## config.mk

```make
export PLATFORM = sky130hd
export DESIGN_NAME = step_pulse_gen
export DESIGN_NICKNAME = d
export VERILOG_FILES = /design/src/rtl/step_pulse_gen.sv
export SDC_FILE = /design/constraint.sdc
export NUM_CORES = 1
export LEC_CHECK = 0
export CAP_MARGIN = 25
export CORE_AREA = 2 2 60 62
export CTS_BUF_LIST = sky130_fd_sc_hd__clkbuf_2 sky130_fd_sc_hd__clkbuf_4 sky130_fd_sc_hd__clkbuf_8
export DETAILED_ROUTE_END_ITERATION = 8
export DIE_AREA = 0 0 62 64
export DONT_BUFFER_PORTS = 1
export PLACE_DENSITY = 0.75
export SLEW_MARGIN = 15
export SYNTH_ARGS = -nofsm -noshare
export SYNTH_HDL_FRONTEND = slang
export SYNTH_SLANG_ARGS = --single-unit
```

## constraint.sdc

```tcl
create_clock -name clk -period 2.1 [get_ports clk]
set_clock_uncertainty 0.15 [all_clocks]
set_input_delay 0.21 -clock clk [delete_from_list [all_inputs] [get_ports clk]]
set_output_delay 0.21 -clock clk [all_outputs]
set_load 0.1 [all_outputs]
```

## src/rtl/step_pulse_gen.sv

```systemverilog
// Single-step push-button conditioner: synchroniser, debounce FSM, one-clk step pulse and step counter.
// Optional auto-repeat while the button is held is built only when STEP_AUTOREPEAT_EN is defined.
module step_pulse_gen #(
  parameter int unsigned DEBOUNCE_CYCLES = 4096,
  parameter int unsigned REPEAT_DELAY    = 5000,
  parameter int unsigned REPEAT_PERIOD   = 1250,
  parameter int unsigned CNT_W           = 16
) (
  input  logic             clk,
  input  logic             rst,
  input  logic             button,
  input  logic             enable,
  input  logic             clr_count,
  output logic             step,
  output logic             pressed,
  output logic [CNT_W-1:0] step_count
);

  localparam int unsigned CW = (DEBOUNCE_CYCLES > 2) ? $clog2(DEBOUNCE_CYCLES) : 1;

  typedef enum logic [2:0] {
    IDLE      = 3'd0,
    DEB_PRESS = 3'd1,
    HELD      = 3'd2,
    REPEAT    = 3'd3,
    DEB_REL   = 3'd4
  } state_t;

  if (DEBOUNCE_CYCLES < 2) begin : g_bad_debounce
    $error("step_pulse_gen: DEBOUNCE_CYCLES must be >= 2");
  end
  if (REPEAT_DELAY < 1 || REPEAT_PERIOD < 1) begin : g_bad_repeat
    $error("step_pulse_gen: REPEAT_DELAY and REPEAT_PERIOD must be >= 1");
  end

  state_t        state;
  logic          s1;
  logic          s2;
  logic [CW-1:0] cnt;
  logic          cnt_last_c;
  logic          issue_c;

`ifdef STEP_AUTOREPEAT_EN
  localparam int unsigned RMAX = (REPEAT_DELAY > REPEAT_PERIOD) ? REPEAT_DELAY : REPEAT_PERIOD;
  localparam int unsigned RW   = $clog2(RMAX + 1);
  logic [RW-1:0] rpt;
`endif

  assign cnt_last_c = (cnt == CW'(DEBOUNCE_CYCLES - 1));

  // A step is owed whenever the FSM takes an issuing transition this edge.
  always_comb begin
    issue_c = 1'b0;
    case (state)
      DEB_PRESS: issue_c = s2 && cnt_last_c;
`ifdef STEP_AUTOREPEAT_EN
      HELD:      issue_c = s2 && (rpt == RW'(REPEAT_DELAY - 1));
      REPEAT:    issue_c = s2 && (rpt == RW'(REPEAT_PERIOD - 1));
`endif
      default:   issue_c = 1'b0;
    endcase
  end

  always_ff @(posedge clk or negedge rst) begin
    if (!rst) begin
      s1         <= 1'b0;
      s2         <= 1'b0;
      state      <= IDLE;
      cnt        <= '0;
      step       <= 1'b0;
      pressed    <= 1'b0;
      step_count <= '0;
`ifdef STEP_AUTOREPEAT_EN
      rpt        <= '0;
`endif
    end else begin
      s1 <= button;
      s2 <= s1;

      case (state)
        IDLE: begin
          if (s2) begin
            state <= DEB_PRESS;
            cnt   <= '0;
          end
        end
        DEB_PRESS: begin
          if (!s2) begin
            state <= IDLE;
            cnt   <= '0;
          end else if (cnt_last_c) begin
            state   <= HELD;
            cnt     <= '0;
            pressed <= 1'b1;
`ifdef STEP_AUTOREPEAT_EN
            rpt     <= '0;
`endif
          end else begin
            cnt <= cnt + CW'(1);
          end
        end
        HELD: begin
          if (!s2) begin
            state <= DEB_REL;
            cnt   <= '0;
          end
`ifdef STEP_AUTOREPEAT_EN
          else if (rpt == RW'(REPEAT_DELAY - 1)) begin
            state <= REPEAT;
            rpt   <= '0;
          end else begin
            rpt <= rpt + RW'(1);
          end
`endif
        end
`ifdef STEP_AUTOREPEAT_EN
        REPEAT: begin
          if (!s2) begin
            state <= DEB_REL;
            cnt   <= '0;
          end else if (rpt == RW'(REPEAT_PERIOD - 1)) begin
            rpt <= '0;
          end else begin
            rpt <= rpt + RW'(1);
          end
        end
`endif
        DEB_REL: begin
          // A bounce back to 1 returns to HELD and restarts the repeat wait.
          if (s2) begin
            state <= HELD;
            cnt   <= '0;
`ifdef STEP_AUTOREPEAT_EN
            rpt   <= '0;
`endif
          end else if (cnt_last_c) begin
            state   <= IDLE;
            cnt     <= '0;
            pressed <= 1'b0;
          end else begin
            cnt <= cnt + CW'(1);
          end
        end
        default: begin
          state   <= IDLE;
          cnt     <= '0;
          pressed <= 1'b0;
        end
      endcase

      step <= issue_c && enable;

      // Clear has priority over a coincident step; the pulse itself still goes out.
      if (clr_count) begin
        step_count <= '0;
      end else if (issue_c && enable) begin
        step_count <= step_count + CNT_W'(1);
      end
    end
  end

endmodule

```

# ---- After elaboration in Yosys (flattened, before gate mapping)
# Index checks and enable logic that the tools add are counted.
dict set report totals {
  reg_bits 35
  output_inout_bits 18
  wordCells 51
  in_bits 5
}
dict set report classes {
  n_eq_ne 12
  n_mux 21
  n_bitwise 1
  add_sub_neg 2
  reduce_logical 8
}
# operator n
set op_table {}
lappend op_table {{12-bit two-way mux} 5}
lappend op_table {{12-bit one-hot mux with 4 select lines} 1}
lappend op_table {{16-bit two-way mux} 2}
lappend op_table {{3-bit two-way mux} 6}
lappend op_table {{16-bit by 1-bit adder with 16-bit output (second input constant)} 1}
lappend op_table {{12-bit by 1-bit adder with 12-bit output (second input constant)} 1}
lappend op_table {{12-bit equality test (second input constant)} 1}
lappend op_table {{2-bit != test (second input constant)} 6}
lappend op_table {{3-bit one-hot mux with 4 select lines} 1}
lappend op_table {{3-bit != test (second input constant)} 2}
lappend op_table {{1-bit two-way mux} 5}
lappend op_table {{5-bit AND reduction} 1}
lappend op_table {{4-bit AND reduction} 1}
lappend op_table {{3-bit by 1-bit equality test with 1-bit output (second input constant)} 1}
lappend op_table {{3-bit by 2-bit equality test with 1-bit output (second input constant)} 1}
lappend op_table {{3-bit equality test (second input constant)} 1}
lappend op_table {{3-bit zero test} 1}
lappend op_table {{1-bit one-hot mux with 3 select lines} 1}
lappend op_table {{1-bit logical AND} 2}
lappend op_table {{2-bit AND reduction} 1}
lappend op_table {{2-bit nonzero test} 1}
lappend op_table {{2-bit OR reduction} 1}
lappend op_table {{1-bit NOT} 1}

# ---- Logic depth before layout (Yosys ltp)
# Gate-level depths: netlist of run 1.
dict set report logic_depth {
  word_depth 6
  mapped_depth 7
  mapped_depth_nobuf 6
}

# ---- Least setup slack after synthesis of run 1
# Ideal clock, no wire load.
dict set report synth_timing {
  kind {register to register}
  from {register step_count[3]}
  to {register step_count[15]}
  setup_ps 77
  required_time_ps 1873
  period_less_slack_ps 2478
  path_slack_ps -378
  arrival_ps 2250
  n_path_buf 0
  path_stages_with_launch 6
  path_cell_list {dfrtp_1 -> and4_1 -> and3_1 -> nand3_2 -> or4_1 -> a21oi_1}
}
dict set report synth_via {
  elab_chain_len 3
}
# element line
set synth_lines {}
lappend synth_lines {{start, declared} 16} ;# output logic [CNT_W-1:0] step_count
lappend synth_lines {{start signal, assigned} 157} ;# step_count <= step_count + CNT_W'(1);
lappend synth_lines {{16-bit by 1-bit adder with 16-bit output} 157}
lappend synth_lines {{16-bit two-way mux} 156} ;# end else if (issue_c && enable) begin
lappend synth_lines {{16-bit two-way mux} 154} ;# if (clr_count) begin
# No other way between the ends. The select of a mux whose other input is x is not followed.
# A chain may end at the register's enable or synchronous reset.

# ---- Final worst setup path of run 1
dict set report layout_timing {
  from {register cnt[0]}
  to {register step_count[15]}
}
dict set report layout_via {
  elab_chain_len 5
}
# element line
set layout_lines {}
lappend layout_lines {{start, declared} 39} ;# logic [CW-1:0] cnt;
lappend layout_lines {{start signal, assigned} 99} ;# cnt <= cnt + CW'(1);
lappend layout_lines {{start signal, assigned} 141} ;# cnt <= cnt + CW'(1);
lappend layout_lines {{12-bit equality test} 49} ;# assign cnt_last_c = (cnt == CW'(DEBOUNCE_CYCLES - 1));
lappend layout_lines {{1-bit logical AND} 55} ;# DEB_PRESS: issue_c = s2 && cnt_last_c;
lappend layout_lines {{1-bit two-way mux} 54} ;# case (state)
lappend layout_lines {{1-bit logical AND} 156}
lappend layout_lines {{2-bit nonzero test (no line)} -}
# No other way between the ends.

==> results of run 1 <==
worst max-delay path, cell delays in order, from the launching register on:
cell and delay (ns):
sky130_fd_sc_hd__dfrtp_1 0.37, sky130_fd_sc_hd__ha_2 0.20, sky130_fd_sc_hd__nand4_1 0.20, sky130_fd_sc_hd__nor4_4 0.33
sky130_fd_sc_hd__buf_4 0.19, sky130_fd_sc_hd__nand3_4 0.09, sky130_fd_sc_hd__or4_4 0.44, sky130_fd_sc_hd__a21oi_2 0.12
what timing repair did:
action,4_1_cts,5_1_grt
setup buffers,4,5
pin swaps,5,7
setup endpoints to repair,12,20
cloned,0,2
endpoints found under the hold margin,52,16
resized for setup,8,13
state kept, by name (all words and copies together) (netlist names):
name and count:
cnt 12, pressed 1, s1 1, s2 1, state 3, step 1
step_count 16
area by class of cell:
type / instances / area share (%)
repair buffers: 45 / 14.8
multi-input cells: 149 / 42.3
flip-flops and latches: 35 / 37.6
inverters: 4 / 0.624
well taps: 46 / 2.39
clock inverters: 3 / 0.624
clock buffers: 5 / 1.56
worst min path at each step:
stage          startpoint        endpoint  slack [ns]  depth (start not counted)
6_report        clr_count  step_count[15]       -0.26                          1
5_1_grt         clr_count  step_count[15]       -0.29                          1
2_1_floorplan         rst          cnt[0]       -0.24                          0
3_5_place_dp          rst         pressed       -0.23                          0
3_3_place_gp          rst         pressed       -0.23                          0
4_1_cts         clr_count  step_count[11]       -0.26                          1
cells by family (layout without fill, tap and decap cells):
group,count (synthesis),in the layout,synth area share [%]
AND/OR/NAND/NOR,95,96,28.3
flip-flops,35,35,46.5
AO/OA/AOI/OAI,31,31,10.3
XOR/XNOR,18,18,8.37
buffers and inverters,15,57,4.18
adder cells (fa/ha/maj),2,2,1.33
multiplexers,2,2,1.06
per-layer routing:
layer  global-route usage, %  wire, um  vias to the layer above
met3                    7.69       166                        9
li1                        -         -                      794
met4                    8.78       114                        0
met1                    34.0      2020                      850
met5                       0         0                        -
met2                    41.3      2580                       48
metrics by stage:
| stage | cell area, sq um | hold WS [ns] | util, % | TNS (ns) | power, mW |
|---|---|---|---|---|---|
| 6_report | 2410 | -0.257 | 73.3 | -0.0479 | 1.12 |
| 3_3_place_gp | 2140 | -0.234 | 65.3 | -0.0382 | 0.742 |
| 4_1_cts | 2300 | -0.257 | 70.1 | 0 | 1.12 |
| 2_1_floorplan | 1910 | -0.236 | - | 0 | 0.733 |
| 3_5_place_dp | 2140 | -0.234 | 65.3 | -0.874 | 0.746 |
| 5_1_grt | 2410 | -0.287 | 73.3 | -0.405 | 1.17 |
report_power, final:
group | total [mW] | switching, mW | leakage [nW] | internal, mW
registers | 0.683 | 0.00375 | 0.453 | 0.679
clock network | 0.361 | 0.236 | 0.0347 | 0.124
logic | 0.0776 | 0.0455 | 0.521 | 0.0322
total | 1.12 | 0.286 | 1.01 | 0.836
layout by cell type (no fill, tap or decap), drive strengths merged, types with 6 or more instances in the layout:
cell,n
nor2,26
buf,43
nor3,8
nand2,15
nand4,8
dfrtp,35
a21oi,8
o21ai,14
xor2,7
xnor2,11
nand3,10
nor4,6
==> results.yml, run 1 <==
sta:
  final_max_slew_viol_count: 0
  slack_of_the_critical_path_ns: -0.0468
  post-route-period-util_pct: 102
  fmax_mhz: 466
  hold_violations: 16
  period_needed_ns: 2.15
  setup_violations: 2
  tightest_slew_ns: 0.514
  slew_headroom_pct: 64.8
  finalHoldWorstSlack_ns: -0.257
  grt_setup_unrepaired: "true"
cells_and_area:
  layout.cells.non_filler: 287
  drive_above_1_share_pct: 36.9
  multiInputGateArea_sq_um: 1020
  register_area_sq_um: 906
  design.final.nets: 247
  fillers: 232
  area_delta_synth_final_pct: 27.7
  diodes: 0
placed_design:
  io_buffers: 0
  dp.cells: 265
  preCtsSetupSlack_ns: -0.257
  weighted_congestion_at_the_end_of_routability_driven_global_placement: 0.891
  dp_hpwl_um: 3200
worst_setup_path:
  r2r_setup_slack_ns: -0.05
  cp.arrival_ns: 2.29
  worst_setup_path_end_kind: "flop"
  worst_setup_path_startpoint: "cnt[0]"
  worstRegToRegCells: 7
  worstSetupPathType: "flop to flop"
  setup_crit_end: "step_count[15]"
  cp_data_required_time_ns: 2.25
  regToRegEndpoint: "step_count[15]"
  timing.critical_path.fanout_max: 4
  regToRegStartpoint: "cnt[0]"
  start_kind: "flop"
logic_synthesis:
  synth_flop_cell: "sky130_fd_sc_hd__dfrtp_1"
  synth.net_count: 205
  synth_top_area_cell: "sky130_fd_sc_hd__dfrtp_1"
  postSynth.asyncResetShare_pct: 100
  synth_largest_type_area_fraction_pct: 46.5
  ys_types: 41
  main_area_contributors_after_synthesis: "sky130_fd_sc_hd__dfrtp_1 46%, sky130_fd_sc_hd__xnor2_1 5.1%, sky130_fd_sc_hd__nor2_1 5.0%"
  ys_seq_elements: 35
  synth_area_sq_um: 1880
  synth_seq_area_share_pct: 46.5
  avg_inst_size_synth_sq_um: 9.52
  yosys.cell_count.top_type: "sky130_fd_sc_hd__dfrtp_1"
  yosys_warnings: 0
  post_synth_edffs: 0
  synth.cells.most_frequent: "35 x sky130_fd_sc_hd__dfrtp_1, 25 x sky130_fd_sc_hd__nor2_1, 15 x sky130_fd_sc_hd__nand2_1"
  syn-instance-count: 198
die:
  die_height_um: 64
  die_w_um: 62
  design.core.area_sq_um: 3280
  effective_utilization_at_floorplan_pct: 57.4
  placement_rows: 21
  num_io_pins: 23
  fp.dieArea_sq_um: 3970
route:
  detail_route.drc_violations: 0
  drtAntennaViolNets: 0
  routed_via_density: 5.93
  route.detailed.wl_per_inst_um: 17.0
  dr_total_vias: 1701
  drt_first_pass_iters: 4
  wl_um: 4870
  count_of_routing_violations_after_the_opening_detailed_route_iteration: 121
clock_network:
  ctsLongestPathBuffers: 2
  cts_root_buffer: "sky130_fd_sc_hd__clkbuf_4"
  clock_insertion_delay_worst_skew_ns: 0.35
  cts_inserted_buffers: 5
  tritoncts: "done"
  clkSinkCount: 35
  clock_slew_seen_by_the_registers_of_the_worst_setup_and_hold_paths_ns: 0.11
  post_cts_hold_buffer_count: 3
  htree_num_levels: 2
global_routing:
  grt-ovfl-total: 0
  grt_first_pass_wirelength_um: 7690
  first_global_vias: 1683
  grt.total_usage_pct: 26.3
  antenna_found_initial: 0
  maximum_number_of_pins_on_one_net_before_global_route_repair: 36
pwr:
  vdd.ir_drop.worst_v: 0.000402
  leak_pwr_nw: 1.01
  power_per_cell_area_nw_per_um2: 466
outcome:
  outcome: "finished with violations"
  violations: "hold timing, setup timing"
hold_path:
  holdCritPathClass: "input pin to flop"
flow_run:
  drv.max_cap_violation_count: 0
Note: power is estimated with default switching activity, not from simulation.
==> run 2, diff against run 1 <==
- GPL_ROUTABILITY_DRIVEN: not set -> 1
- PLACE_DENSITY: 0.75 -> 0.76
==> run 2 against run 1 <==
Net effect: the flow now finishes without violations; hold slack better by 0.32 ns; via count down 4.8%; die area is the same; global-route usage down 2.3 points; combinational power grew 4.5%; sequential share of layout area increased by 0.31 points; final area is 1.1% lower; cell count down 1.7%; non-clock buffer count shrank 5; core utilization down 0.80 points; clock power increased by 35%; first-iteration DRC count is 13% lower; largest power group unchanged; highest routed layer unchanged.
==> results.yml, run 2 (synthesis results as in run 1) <==
route:
  route.detailed.wl_per_inst_um: 15.6
  drtAntennaViolNets: 0
  detail_route.drc_violations: 0
  drt_first_pass_iters: 4
  dr_total_vias: 1620
  routed_via_density: 5.74
  count_of_routing_violations_after_the_opening_detailed_route_iteration: 105
  wl_um: 4410
pwr:
  power.total_mw: 1.25
  leak_pwr_nw: 0.957
  vdd.ir_drop.worst_v: 0.000599
  power_per_cell_area_nw_per_um2: 526
die:
  placement_rows: 21
  die_w_um: 62
  die_height_um: 64
  fp.dieArea_sq_um: 3970
  design.core.area_sq_um: 3280
  effective_utilization_at_floorplan_pct: 57.4
  num_io_pins: 23
clock_network:
  cts_root_buffer: "sky130_fd_sc_hd__clkbuf_4"
  clock_insertion_delay_worst_skew_ns: 0.34
  htree_num_levels: 2
  clkSinkCount: 35
  ctsLongestPathBuffers: 2
  cts_inserted_buffers: 5
  clock_slew_seen_by_the_registers_of_the_worst_setup_and_hold_paths_ns: 0.12
  tritoncts: "done"
sta:
  post-route-period-util_pct: 98.9
  tightest_slew_ns: 0.629
  hold_violations: 0
  fmax_mhz: 481
  slack_of_the_critical_path_ns: 0.0222
  final_max_slew_viol_count: 0
  period_needed_ns: 2.08
  setup_violations: 0
  finalHoldWorstSlack_ns: 0.0650
  grt_setup_unrepaired: "true"
  slew_headroom_pct: 57.9
cells_and_area:
  drive_above_1_share_pct: 33.9
  largest_register_ffs: 16
  postLayoutCellArea_sq_um: 2380
  design.final.nets: 242
  layout.cells.non_filler: 282
  area_delta_synth_final_pct: 26.3
  multiInputGateArea_sq_um: 998
  register_area_sq_um: 903
  most-common-layout-cells: "35 x sky130_fd_sc_hd__buf_4, 25 x sky130_fd_sc_hd__nor2_1, 21 x sky130_fd_sc_hd__dfrtp_1"
  fillers: 231
  layout_top_registers: "step_count (16), cnt (12), state (3)"
  layout.cells.most_common: "sky130_fd_sc_hd__buf_4"
  diodes: 0
  top_register: "step_count"
worst_setup_path:
  regToRegEndpoint: "step_count[11]"
  cp_data_required_time_ns: 2.22
  cp.arrival_ns: 2.19
  regToRegStartpoint: "cnt[11]"
  worst_setup_path_end_kind: "flop"
  worstSetupPathType: "flop to flop"
  timing.critical_path.fanout_max: 4
  worst_setup_path_startpoint: "cnt[11]"
  worstRegToRegCells: 5
  start_kind: "flop"
  setup_crit_end: "step_count[11]"
  r2r_setup_slack_ns: 0.02
global_routing:
  grt-ovfl-total: 0
  grt.total_usage_pct: 24.0
  grt_first_pass_wirelength_um: 7240
  first_global_vias: 1690
  antenna_found_initial: 0
  maximum_number_of_pins_on_one_net_before_global_route_repair: 36
flow_run:
  drv.max_cap_violation_count: 0
outcome:
  outcome: "complete, no violations"
placed_design:
  io_buffers: 0
  dp_hpwl_um: 3060
  detailed_place.area_sq_um: 2120
  weighted_congestion_at_the_end_of_routability_driven_global_placement: 0.882
  dp.cells: 262
  preCtsSetupSlack_ns: -0.0460
hold_path:
  holdCritPathClass: "input pin to flop"
[run 2: changes by cell type in the layout (fill, tap and decap cells not counted), moves of 2 or more]
| cell | delta |
|---|---|
| sky130_fd_sc_hd__buf_4 | -5 |
| sky130_fd_sc_hd__nor4_2 | +2 |
| sky130_fd_sc_hd__nor4_4 | -2 |
| sky130_fd_sc_hd__clkinv_2 | -2 |
| sky130_fd_sc_hd__nor2_2 | -2 |
| sky130_fd_sc_hd__dfrtp_1 | +2 |
| sky130_fd_sc_hd__dfrtp_2 | -2 |
[run 2: worst min path at each step]
stage | startpoint | to | slack [ns] | depth (start not counted)
5_1_grt | enable | step | 0.04 | 2
3_3_place_gp | rst | cnt[5] | -0.23 | 0
6_report | enable | step | 0.07 | 2
2_1_floorplan | rst | cnt[0] | -0.24 | 0
3_5_place_dp | rst | cnt[10] | -0.23 | 0
4_1_cts | enable | step | 0.03 | 2
[run 2: stage by stage]
stage	setup TNS, ns	utilization, %
2_1_floorplan	0	-
3_3_place_gp	0	64.6
3_5_place_dp	-0.118	64.6
4_1_cts	0	69.2
5_1_grt	-0.116	72.5
6_report	0	72.5
[run 2: final cells by class]
type	instances	area share (%)
timing repair buffer	40	13.6
tap	46	2.42
clock buffer	5	1.58
multi-input combinational	149	42.0
clock inverter	3	1.84
inverter	4	0.631
sequential	35	38.0
[run 2: critical path: stages, from the launching register on]
cell and delay, ns:
sky130_fd_sc_hd__dfrtp_1 0.43, sky130_fd_sc_hd__nand4_1 0.24, sky130_fd_sc_hd__buf_4 0.22, sky130_fd_sc_hd__or4_4 0.45
sky130_fd_sc_hd__or3_1 0.36, sky130_fd_sc_hd__a21oi_1 0.15
[run 2: routing by layer]
metal | part of all wire [%] | up-vias | track usage [%]
met1 | 44 | 795 | 32.2
met3 | 4.1 | 7 | 4.66
met2 | 50 | 40 | 38.3
met4 | 1.2 | 0 | 7.45
li1 | - | 778 | -
met5 | 0 | - | 0
[run 2: power breakdown]
part	internal, mW	leakage [nW]	switching [mW]	total [mW]
clock network	0.250	0.0452	0.236	0.486
registers	0.680	0.456	0.00585	0.685
logic	0.0327	0.456	0.0484	0.0811
[run 2: repair_timing]
action	in CTS	in global routing
hold buffers	4	0
cloned	0	1
endpoints found under the setup margin	8	18
pin swaps	4	6
hold endpoints to repair	52	0
buffers inserted	2	5
gates resized for setup	1	16
